[src/rtl/mac_pkg.sv]
// -----------------------------------------------------------------------------
// mac_pkg
// Shared constants and requantization helpers for the MAC / dot-product datapath.
//   DEF_*      : default parameter values for mac_dot_product
//   PKG_W      : width of the signed container the helpers operate on
//   sat_res_t  : {sat, data} result of sat_shift
//   round_shift: optional round-half-up followed by arithmetic right shift
//   sat_shift  : round_shift followed by clamping to a signed out_w range
// Callers sign-extend their value into PKG_W bits. Accumulators up to
// PKG_W-2 bits leave headroom for the rounding add, so it cannot overflow.
// -----------------------------------------------------------------------------
package mac_pkg;

  localparam int unsigned DEF_DATA_W   = 32'd8;
  localparam int unsigned DEF_ACC_W    = 32'd24;
  localparam int unsigned DEF_OUT_W    = 32'd16;
  localparam int unsigned DEF_SHIFT    = 32'd0;
  localparam int unsigned DEF_ROUND    = 32'd0;
  localparam int unsigned DEF_SATURATE = 32'd1;

  localparam int unsigned PKG_W = 32'd64;

  typedef struct packed {
    logic                    sat;
    logic signed [PKG_W-1:0] data;
  } sat_res_t;

  // Round half up (when requested and shift > 0), then arithmetic shift right.
  function automatic logic signed [PKG_W-1:0] round_shift(
    input logic signed [PKG_W-1:0] value,
    input int unsigned             shift,
    input logic                    round
  );
    logic signed [PKG_W-1:0] r;
    if (round && (shift > 32'd0)) begin
      r = value + (64'sd1 <<< (shift - 32'd1));
    end else begin
      r = value;
    end
    return r >>> shift;
  endfunction

  // Requantize and clamp into the signed out_w range; sat flags a clamp.
  function automatic sat_res_t sat_shift(
    input logic signed [PKG_W-1:0] value,
    input int unsigned             shift,
    input logic                    round,
    input int unsigned             out_w
  );
    logic signed [PKG_W-1:0] s;
    logic signed [PKG_W-1:0] hi;
    logic signed [PKG_W-1:0] lo;
    sat_res_t                res;
    s  = round_shift(value, shift, round);
    hi = (64'sd1 <<< (out_w - 32'd1)) - 64'sd1;
    lo = -(64'sd1 <<< (out_w - 32'd1));
    if (s > hi) begin
      res.sat  = 1'b1;
      res.data = hi;
    end else if (s < lo) begin
      res.sat  = 1'b1;
      res.data = lo;
    end else begin
      res.sat  = 1'b0;
      res.data = s;
    end
    return res;
  endfunction

endpackage

[src/rtl/mac_mult_stage.sv]
// -----------------------------------------------------------------------------
// mac_mult_stage
// Two-register signed multiplier with a valid/last sidechain (S1: operand
// capture, S2: full-width product). Kept as its own block so it can be swapped
// for a DSP-inferred or vendor multiplier with the same latency.
//   i_clk, i_rst (sync, active high), i_clr (sync abort of in-flight pairs)
//   i_valid/i_last/i_a/i_b : operand pair in
//   o_valid/o_last/o_p     : registered product out, 2*DATA_W bits
// -----------------------------------------------------------------------------
module mac_mult_stage
  import mac_pkg::*;
#(
  parameter int unsigned DATA_W = DEF_DATA_W
) (
  input  logic                       i_clk,
  input  logic                       i_rst,
  input  logic                       i_clr,
  input  logic                       i_valid,
  input  logic                       i_last,
  input  logic signed [DATA_W-1:0]   i_a,
  input  logic signed [DATA_W-1:0]   i_b,
  output logic                       o_valid,
  output logic                       o_last,
  output logic signed [2*DATA_W-1:0] o_p
);

  logic                       r_s1_valid;
  logic                       r_s1_last;
  logic signed [DATA_W-1:0]   r_s1_a;
  logic signed [DATA_W-1:0]   r_s1_b;
  logic                       r_s2_valid;
  logic                       r_s2_last;
  logic signed [2*DATA_W-1:0] r_s2_p;

  logic signed [2*DATA_W-1:0] w_a_ext;
  logic signed [2*DATA_W-1:0] w_b_ext;
  logic signed [2*DATA_W-1:0] w_prod;

  // Full-width signed product: extend first so the low 2*DATA_W bits are exact.
  always_comb begin
    w_a_ext = (2*DATA_W)'(r_s1_a);
    w_b_ext = (2*DATA_W)'(r_s1_b);
    w_prod  = w_a_ext * w_b_ext;
  end

  // S1/S2 pipeline registers; a last flag only survives alongside its valid.
  always_ff @(posedge i_clk) begin
    if (i_rst) begin
      r_s1_valid <= 1'b0;
      r_s1_last  <= 1'b0;
      r_s1_a     <= {DATA_W{1'b0}};
      r_s1_b     <= {DATA_W{1'b0}};
      r_s2_valid <= 1'b0;
      r_s2_last  <= 1'b0;
      r_s2_p     <= {(2*DATA_W){1'b0}};
    end else if (i_clr) begin
      r_s1_valid <= 1'b0;
      r_s1_last  <= 1'b0;
      r_s2_valid <= 1'b0;
      r_s2_last  <= 1'b0;
    end else begin
      r_s1_valid <= i_valid;
      r_s1_last  <= i_valid & i_last;
      r_s1_a     <= i_a;
      r_s1_b     <= i_b;
      r_s2_valid <= r_s1_valid;
      r_s2_last  <= r_s1_valid & r_s1_last;
      r_s2_p     <= w_prod;
    end
  end

  assign o_valid = r_s2_valid;
  assign o_last  = r_s2_last;
  assign o_p     = r_s2_p;

endmodule

[src/rtl/mac_dot_product.sv]
// -----------------------------------------------------------------------------
// mac_dot_product
// Pipelined signed multiply-accumulate: sums A*B over a vector delimited by
// IN_LAST and emits the requantized (shift / round / saturate) dot product.
//   CLK, RST (sync, active high), CLR (sync abort of current accumulation)
//   IN_VALID, IN_LAST, A, B : operand stream, one pair per cycle, no stall
//   OUT_VALID               : one-cycle pulse per completed vector
//   OUT_DATA, OUT_SAT       : result and clamp flag, held until next pulse
// Latency: three edges from the pair carrying IN_LAST being presented.
// -----------------------------------------------------------------------------
module mac_dot_product
  import mac_pkg::*;
#(
  parameter int unsigned DATA_W   = DEF_DATA_W,
  parameter int unsigned ACC_W    = DEF_ACC_W,
  parameter int unsigned OUT_W    = DEF_OUT_W,
  parameter int unsigned SHIFT    = DEF_SHIFT,
  parameter int unsigned ROUND    = DEF_ROUND,
  parameter int unsigned SATURATE = DEF_SATURATE
) (
  input  logic                     CLK,
  input  logic                     RST,
  input  logic                     CLR,
  input  logic                     IN_VALID,
  input  logic                     IN_LAST,
  input  logic signed [DATA_W-1:0] A,
  input  logic signed [DATA_W-1:0] B,
  output logic                     OUT_VALID,
  output logic signed [OUT_W-1:0]  OUT_DATA,
  output logic                     OUT_SAT
);

  logic                       w_s2_valid;
  logic                       w_s2_last;
  logic signed [2*DATA_W-1:0] w_s2_p;

  logic signed [ACC_W-1:0]    r_acc;
  logic                       r_first;
  logic                       r_out_valid;
  logic signed [OUT_W-1:0]    r_out_data;
  logic                       r_out_sat;

  logic signed [ACC_W-1:0]    w_p_ext;
  logic signed [ACC_W-1:0]    w_acc_base;
  logic signed [ACC_W-1:0]    w_sum;
  logic signed [PKG_W-1:0]    w_shifted;
  sat_res_t                   w_sat_res;
  logic signed [OUT_W-1:0]    w_q_data;
  logic                       w_q_sat;

  mac_mult_stage #(
    .DATA_W (DATA_W)
  ) u_mult (
    .i_clk   (CLK),
    .i_rst   (RST),
    .i_clr   (CLR),
    .i_valid (IN_VALID),
    .i_last  (IN_LAST),
    .i_a     (A),
    .i_b     (B),
    .o_valid (w_s2_valid),
    .o_last  (w_s2_last),
    .o_p     (w_s2_p)
  );

  // Running sum plus requantization of it. The first pair of a vector ignores
  // r_acc, so a new vector can start right after a LAST without a bubble.
  always_comb begin
    w_p_ext = ACC_W'(w_s2_p);
    if (r_first) begin
      w_acc_base = {ACC_W{1'b0}};
    end else begin
      w_acc_base = r_acc;
    end
    w_sum     = w_acc_base + w_p_ext;
    w_shifted = round_shift(PKG_W'(w_sum), SHIFT, (ROUND != 32'd0));
    w_sat_res = sat_shift(PKG_W'(w_sum), SHIFT, (ROUND != 32'd0), OUT_W);
    if (SATURATE != 32'd0) begin
      w_q_data = OUT_W'(w_sat_res.data);
      w_q_sat  = w_sat_res.sat;
    end else begin
      w_q_data = OUT_W'(w_shifted);
      w_q_sat  = 1'b0;
    end
  end

  // S3: accumulate, and on the last pair publish the result and rearm.
  always_ff @(posedge CLK) begin
    if (RST) begin
      r_acc       <= {ACC_W{1'b0}};
      r_first     <= 1'b1;
      r_out_valid <= 1'b0;
      r_out_data  <= {OUT_W{1'b0}};
      r_out_sat   <= 1'b0;
    end else if (CLR) begin
      r_acc       <= {ACC_W{1'b0}};
      r_first     <= 1'b1;
      r_out_valid <= 1'b0;
    end else if (w_s2_valid) begin
      if (w_s2_last) begin
        r_acc       <= {ACC_W{1'b0}};
        r_first     <= 1'b1;
        r_out_valid <= 1'b1;
        r_out_data  <= w_q_data;
        r_out_sat   <= w_q_sat;
      end else begin
        r_acc       <= w_sum;
        r_first     <= 1'b0;
        r_out_valid <= 1'b0;
      end
    end else begin
      r_out_valid <= 1'b0;
    end
  end

  assign OUT_VALID = r_out_valid;
  assign OUT_DATA  = r_out_data;
  assign OUT_SAT   = r_out_sat;

endmodule

[config.mk]
export PLATFORM = sky130hd
export DESIGN_NAME = mac_dot_product
export DESIGN_NICKNAME = d
export VERILOG_FILES = /design/src/rtl/mac_pkg.sv /design/src/rtl/mac_mult_stage.sv /design/src/rtl/mac_dot_product.sv
export SDC_FILE = /design/constraint.sdc
export NUM_CORES = 1
export LEC_CHECK = 0
export ABC_AREA = 1
export ABC_CLOCK_PERIOD_IN_PS = 7100
export BUFFER_PORTS_ARGS = -buffer_cell sky130_fd_sc_hd__buf_4
export CORE_MARGIN = 2
export CORE_UTILIZATION = 53
export CTS_CLUSTER_SIZE = 10
export DETAILED_ROUTE_END_ITERATION = 6
export GPL_ROUTABILITY_DRIVEN = 1
export PLACE_DENSITY = 0.7
export SKIP_CTS_REPAIR_TIMING = 1
export SLEW_MARGIN = 25
export SYNTH_ARGS = -nofsm -noshare
export SYNTH_HDL_FRONTEND = slang
export SYNTH_HIERARCHICAL = 1
export SYNTH_SLANG_ARGS = --single-unit
[constraint.sdc]
create_clock -name CLK -period 7.1 [get_ports CLK]
set_input_delay 1.42 -clock CLK [delete_from_list [all_inputs] [get_ports CLK]]
set_output_delay 1.42 -clock CLK [all_outputs]
set_load 0.01 [all_outputs]
### After elaboration in Yosys (flattened, before gate mapping)

Cells that the tools add are included.

| storage, ports and cells | value |
|---|---|
| register bits | 79 |
| bits of input ports | 21 |
| output and inout bits | 18 |
| word-level logic and storage cells | 28 |

| operators by class | value |
|---|---|
| $add $sub $neg | 1 |
| $mul | 1 |
| magnitude comparators | 2 |
| mux-type cells | 5 |
| bitwise operators | 4 |
| reductions and logical operators | 3 |

Operators by type and width:

| kind | count |
|---|---|
| $mux 65 | 2 |
| $mux 24 | 2 |
| $add 24x16->24 | 1 |
| $gt 24x16->1 const B | 1 |
| $lt 24x16->1 const B | 1 |
| $mul 8x8->16 | 1 |
| $reduce_and 3->1 | 1 |
| $reduce_or 3->1 | 1 |
| $and 1x1->1 | 2 |
| $not 1->1 | 2 |
| $reduce_or 2->1 | 1 |
| $mux 1 | 1 |

### Longest topological paths before layout

| logic depth | value |
|---|---|
| depth after elaboration | 5 |
| mapped depth | 23 |
| gate-level depth less buffers | 22 |

### Hierarchy

Netlist, hierarchy kept.

Modules (own cells, without submodules):

| module | instances | cells an instance | area an instance (um^2) | sequential area each (um^2) |
|---|---|---|---|---|
| mac_mult_stage | 1 | 563 | 4,041.4 | 720.7 |
| mac_dot_product | 1 | 624 | 3,736.1 | 860.8 |

### Worst setup path after synthesis

OpenSTA, ideal clock, no wires.

| timing | value |
|---|---|
| kind | flip-flop to flip-flop |
| from | register u_mult.r_s1_b[7] |
| to | register u_mult.r_s2_p[14] (netlist: u_mult/o_p[14]) |
| library setup time | 0.109 ns |
| arrival time | 4.038 ns |
| setup slack | 2.953 ns |
| cell stages (with the launch flop) | 19 |
| buffers on the path | 0 |
| cells stage by stage | dfxtp_1 > clkinv_1 > or2_2 > fa_1 > fa_1 > inv_1 > fa_1 > inv_1 > fa_1 > inv_1 > ha_1 > a21oi_1 > nor2_1 > o21ai_1 > nand3_1 > nand2_1 > nand3_1 > nand2_1 > inv_1 |

| between the ends | value |
|---|---|
| cells in the longest elaborated chain, start to end | 1 |

Ends and longest elaborated chain:

| element | RTL line | RTL |
|---|---|---|
| start, declared | mac_mult_stage.sv:30 | `logic signed [DATA_W-1:0] r_s1_b;` |
| start signal, assigned | mac_mult_stage.sv:52 | `r_s1_b <= {DATA_W{1'b0}};` |
| start signal, assigned | mac_mult_stage.sv:65 | `r_s1_b <= i_b;` |
| $mul 8x8->16 | mac_mult_stage.sv:43 | `w_prod = w_a_ext * w_b_ext;` |
| end signal, assigned | mac_mult_stage.sv:55 | `r_s2_p <= {(2*DATA_W){1'b0}};` |
| end signal, assigned | mac_mult_stage.sv:68 | `r_s2_p <= w_prod;` |
| end, declared | mac_mult_stage.sv:33 | `logic signed [2*DATA_W-1:0] r_s2_p;` |

Every way passes these cells.
A chain may end at the register's enable or synchronous reset.

### Worst setup path in the final report

Ends and elaborated chain as after synthesis.

==> impl_results.md <==
- Slew HR: 0.3411
- RSZ-0062 raised after global routing: false
- Skew-Pair Late Insertion Delay: ~340 ps
- Critical path required time: 7350 ps
- Buf/Inv on CP: 5
- Port buffer count: 38
- Synth top area share: 0.2033
- Yosys warning count: 6
- Worst Setup End Kind: register
- Io pins: 39
- Die Y: roughly 130 um
- Initial Util: 0.5392
- CTS tree: done
- Setup TNS: 0 ps
- Count leader, synth: nand2_1
- Total Wirelength: between 15000 and 20000 um
- Crit-path max FO: 9
- Area growth syn-to-layout: 8.559%
- Register area share after synthesis: 0.2033
- Clk root buf: clkbuf_16
- Async SR Flop Fraction: 0
- CP max stage cell: fa_1
- Synthesized net count: 1316
- Layout cells sized above 1: 0.1112
- Hold/Removal Path Class: reg2reg
- Status: finished clean
- Max_cap viols: 0
- Worst VDD drop: 0.0001308 V
- Inserted Clock Buffers: 9
- Max Freq: approximately 220 MHz
- Number of cells produced by synthesis: 1187
- Dpl cells: ~1.4k
- Drt drc: 0
- Antenna violations before repair: 0
- Setup CP Type: reg2reg
- Worst-path clk slew: roughly 60 ps
- Diode count: 0
- WP data arrival: between 4000 and 5000 ps
- Nets: around 1.3k
- Final setup violation count: 0
- Clock sink count: around 80
- Clock tree buffer depth: 2
- Core ar.: 14420 um^2
- Pwr/cell area: about 160 nW/um^2
- Syn Area/Cell: 6.552 um^2
- Global-route track usage on met1: 0.3623
- Row cnt: 44
- Final period util: 0.6263
- Die W: approximately 130 um
- Met3 usage: 0.04664
- Vias: a little under 7k
- Final hold vios: 0
- CP max stage delay: between 500 and 600 ps
- Die area: about 16000 um^2
- Post-route insts no fill: ~1.4k
- GPL Wtd Cong: between 0.9 and 1
- Critical path's top delay family: adder cells
- Slew Limit Fails: 0
- Critical Path Source Type: register
- Post-Syn Area: 7777 um^2
- Worst Tran Pin Value: between 900 and 1000 ps
- Detailed Route Iter0 Violations: about 500
- Vias/cell: between 4 and 5
- Main synth FF type: dfxtp_1
- Top Usage Layer GRT: met1
- Synth unique cells: between 40 and 50
- Worst clock skew: slightly below 8 ps
- First-pass GRT wire length: just over 30000 um
- Post-synth EDFFs: 0
- Grt ovf: 0
- Hpwl dp: around 14000 um
- Cell breakdown of the critical path: clkinv_1 > or2_2 > fa_1 > fa_1 > inv_1 > fa_1 > inv_1 > fa_1 > inv_1 > ha_1 > a21oi_1 > nor2_1 > o21ai_1 > nand3_1 > nand2_1 > nand3_1 > nand2_1 > inv_1
- # fillers: between 1k and 1.5k
- Grt met2 use: 0.3619
- H-tree depth: 3
- Synth top cells by count: nand2_1 (284), inv_1 (260), nor2_1 (152)
- Largest area contributor in the netlist: dfxtp_1
- Largest net degree at the start of global routing: 38
- First-pass DRT Iterations: 6
- P_leak: around 0.0047 uW
- Multi-input logic area: between 5000 and 6000 um^2
- Yosys reg bits: slightly below 80
- Antenna Nets Post-Route: 0
- Wire per inst: between 10 and 15 um
- Vias in the first global route: ~6.5k
- Top cells by area, synth: dfxtp_1 (20%), fa_1 (14%), nand2_1 (14%)
- Worst hold slack: 419.1 ps
- Overall Global Routing Usage: 0.2404
- Minimum clock period: approximately 4400 ps
- Sequential cell area: ~1600 um^2
-- sequential cells by signal, indices dropped and copies added (netlist names) --
register           cells
r_acc                 24
OUT_DATA              16
u_mult/o_p            16
u_mult/r_s1_a          8
u_mult/r_s1_b          8
OUT_SAT                1
OUT_VALID              1
r_first                1
u_mult/o_last          1
u_mult/o_valid         1
u_mult/r_s1_last       1
u_mult/r_s1_valid      1
-- per-layer routing --
layer,up-vias,wire [um]
met3,12,1159
met4,0,175
met2,166,7218
met1,3064,8996
li1,3552,-
met5,-,0
-- path summary, 6_finish.rpt --
check | start | endpoint | slack [ps] | cells past startpoint
hold reg to reg | u_mult/r_s1_last$_SDFF_PP0_ | u_mult/o_last$_SDFF_PP0_ | 420 | 2
setup / recovery | u_mult/r_s1_b[7]$_SDFFE_PP0N_ | u_mult/o_p[14]$_SDFFE_PP0N_ | 2650 | 18
hold / removal | u_mult/r_s1_last$_SDFF_PP0_ | u_mult/o_last$_SDFF_PP0_ | 420 | 2
setup reg to reg | u_mult/r_s1_b[7]$_SDFFE_PP0N_ | u_mult/o_p[14]$_SDFFE_PP0N_ | 2650 | 18
-- worst register-to-register path, stage by stage (launching register included) --
cell and delay, ps:
dfxtp_1 360, clkinv_1 230, or2_2 370, fa_1 510
fa_1 540, inv_1 50, fa_1 520, inv_1 50
fa_1 520, inv_1 40, ha_1 360, a21oi_1 220
nor2_1 90, o21ai_1 160, nand3_1 90, nand2_1 60
nand3_1 60, nand2_1 90, inv_1 40
-- final cells by class --
cell class / count / area share
timing repair buffer: 40 / 0.03557
sequential: 79 / 0.1873
tap: 184 / 0.02727
multi-input combinational: 799 / 0.5928
clock buffer: 10 / 0.02830
clock inverter: 6 / 0.008299
inverter: 271 / 0.1205
-- per-stage QoR --
step | power (uW) | util | worst slack (ps) | cell area, um^2
6_report | 1358 | 0.5854 | 2653 | 8443
5_1_grt | 1454 | 0.5854 | 2348 | 8443
4_1_cts | 1367 | 0.5854 | 2676 | 8443
3_5_place_dp | 883.7 | 0.5639 | 2691 | 8134
3_3_place_gp | 880.6 | 0.5639 | 2743 | 8134
2_1_floorplan | 798.1 | - | 2953 | 7777
-- cells by family after synthesis --
| group | synth area share |
|---|---|
| flip-flops | 0.2033 |
| XOR/XNOR | 0.02365 |
| AND/OR/NAND/NOR | 0.3044 |
| adder cells (fa/ha/maj) | 0.2278 |
| buffers and inverters | 0.1532 |
| AO/OA/AOI/OAI | 0.08768 |
-- where the power goes --
group          total [uW]  switching (uW)  leakage (uW)  internal, uW
clock                 482             199      0.000141           283
combinational         385             244       0.00389           141
sequential            490            28.6      0.000644           461
total                1360             472       0.00467           886
-- cells in the final DEF, fill, tap and decap left out, types with 2 or more instances in the layout --
| master | netlist | routed |
|---|---|---|
| a21oi_1 | 58 | 58 |
| a21oi_2 | 8 | 8 |
| and2_1 | 2 | 2 |
| buf_4 | 1 | 40 |
| clkbuf_16 | 0 | 9 |
| clkinv_4 | 0 | 2 |
| clkinvlp_4 | 0 | 3 |
| dfxtp_1 | 79 | 79 |
| fa_1 | 56 | 56 |
| ha_1 | 52 | 52 |
| inv_1 | 260 | 260 |
| inv_2 | 10 | 10 |
| nand2_1 | 284 | 284 |
| nand2_2 | 25 | 25 |
| nand2_4 | 3 | 3 |
| nand3_1 | 37 | 37 |
| nand3_2 | 3 | 3 |
| nand3b_4 | 2 | 2 |
| nand4_1 | 8 | 8 |
| nor2_1 | 152 | 152 |
| nor2_2 | 16 | 16 |
| nor2_4 | 6 | 6 |
| nor3_1 | 4 | 4 |
| o21ai_0 | 43 | 43 |
| o21ai_1 | 4 | 4 |
| o21bai_1 | 3 | 3 |
| or2_1 | 2 | 2 |
| xnor2_1 | 3 | 3 |
| xor2_1 | 18 | 18 |
(Power assumes the default switching activity.)
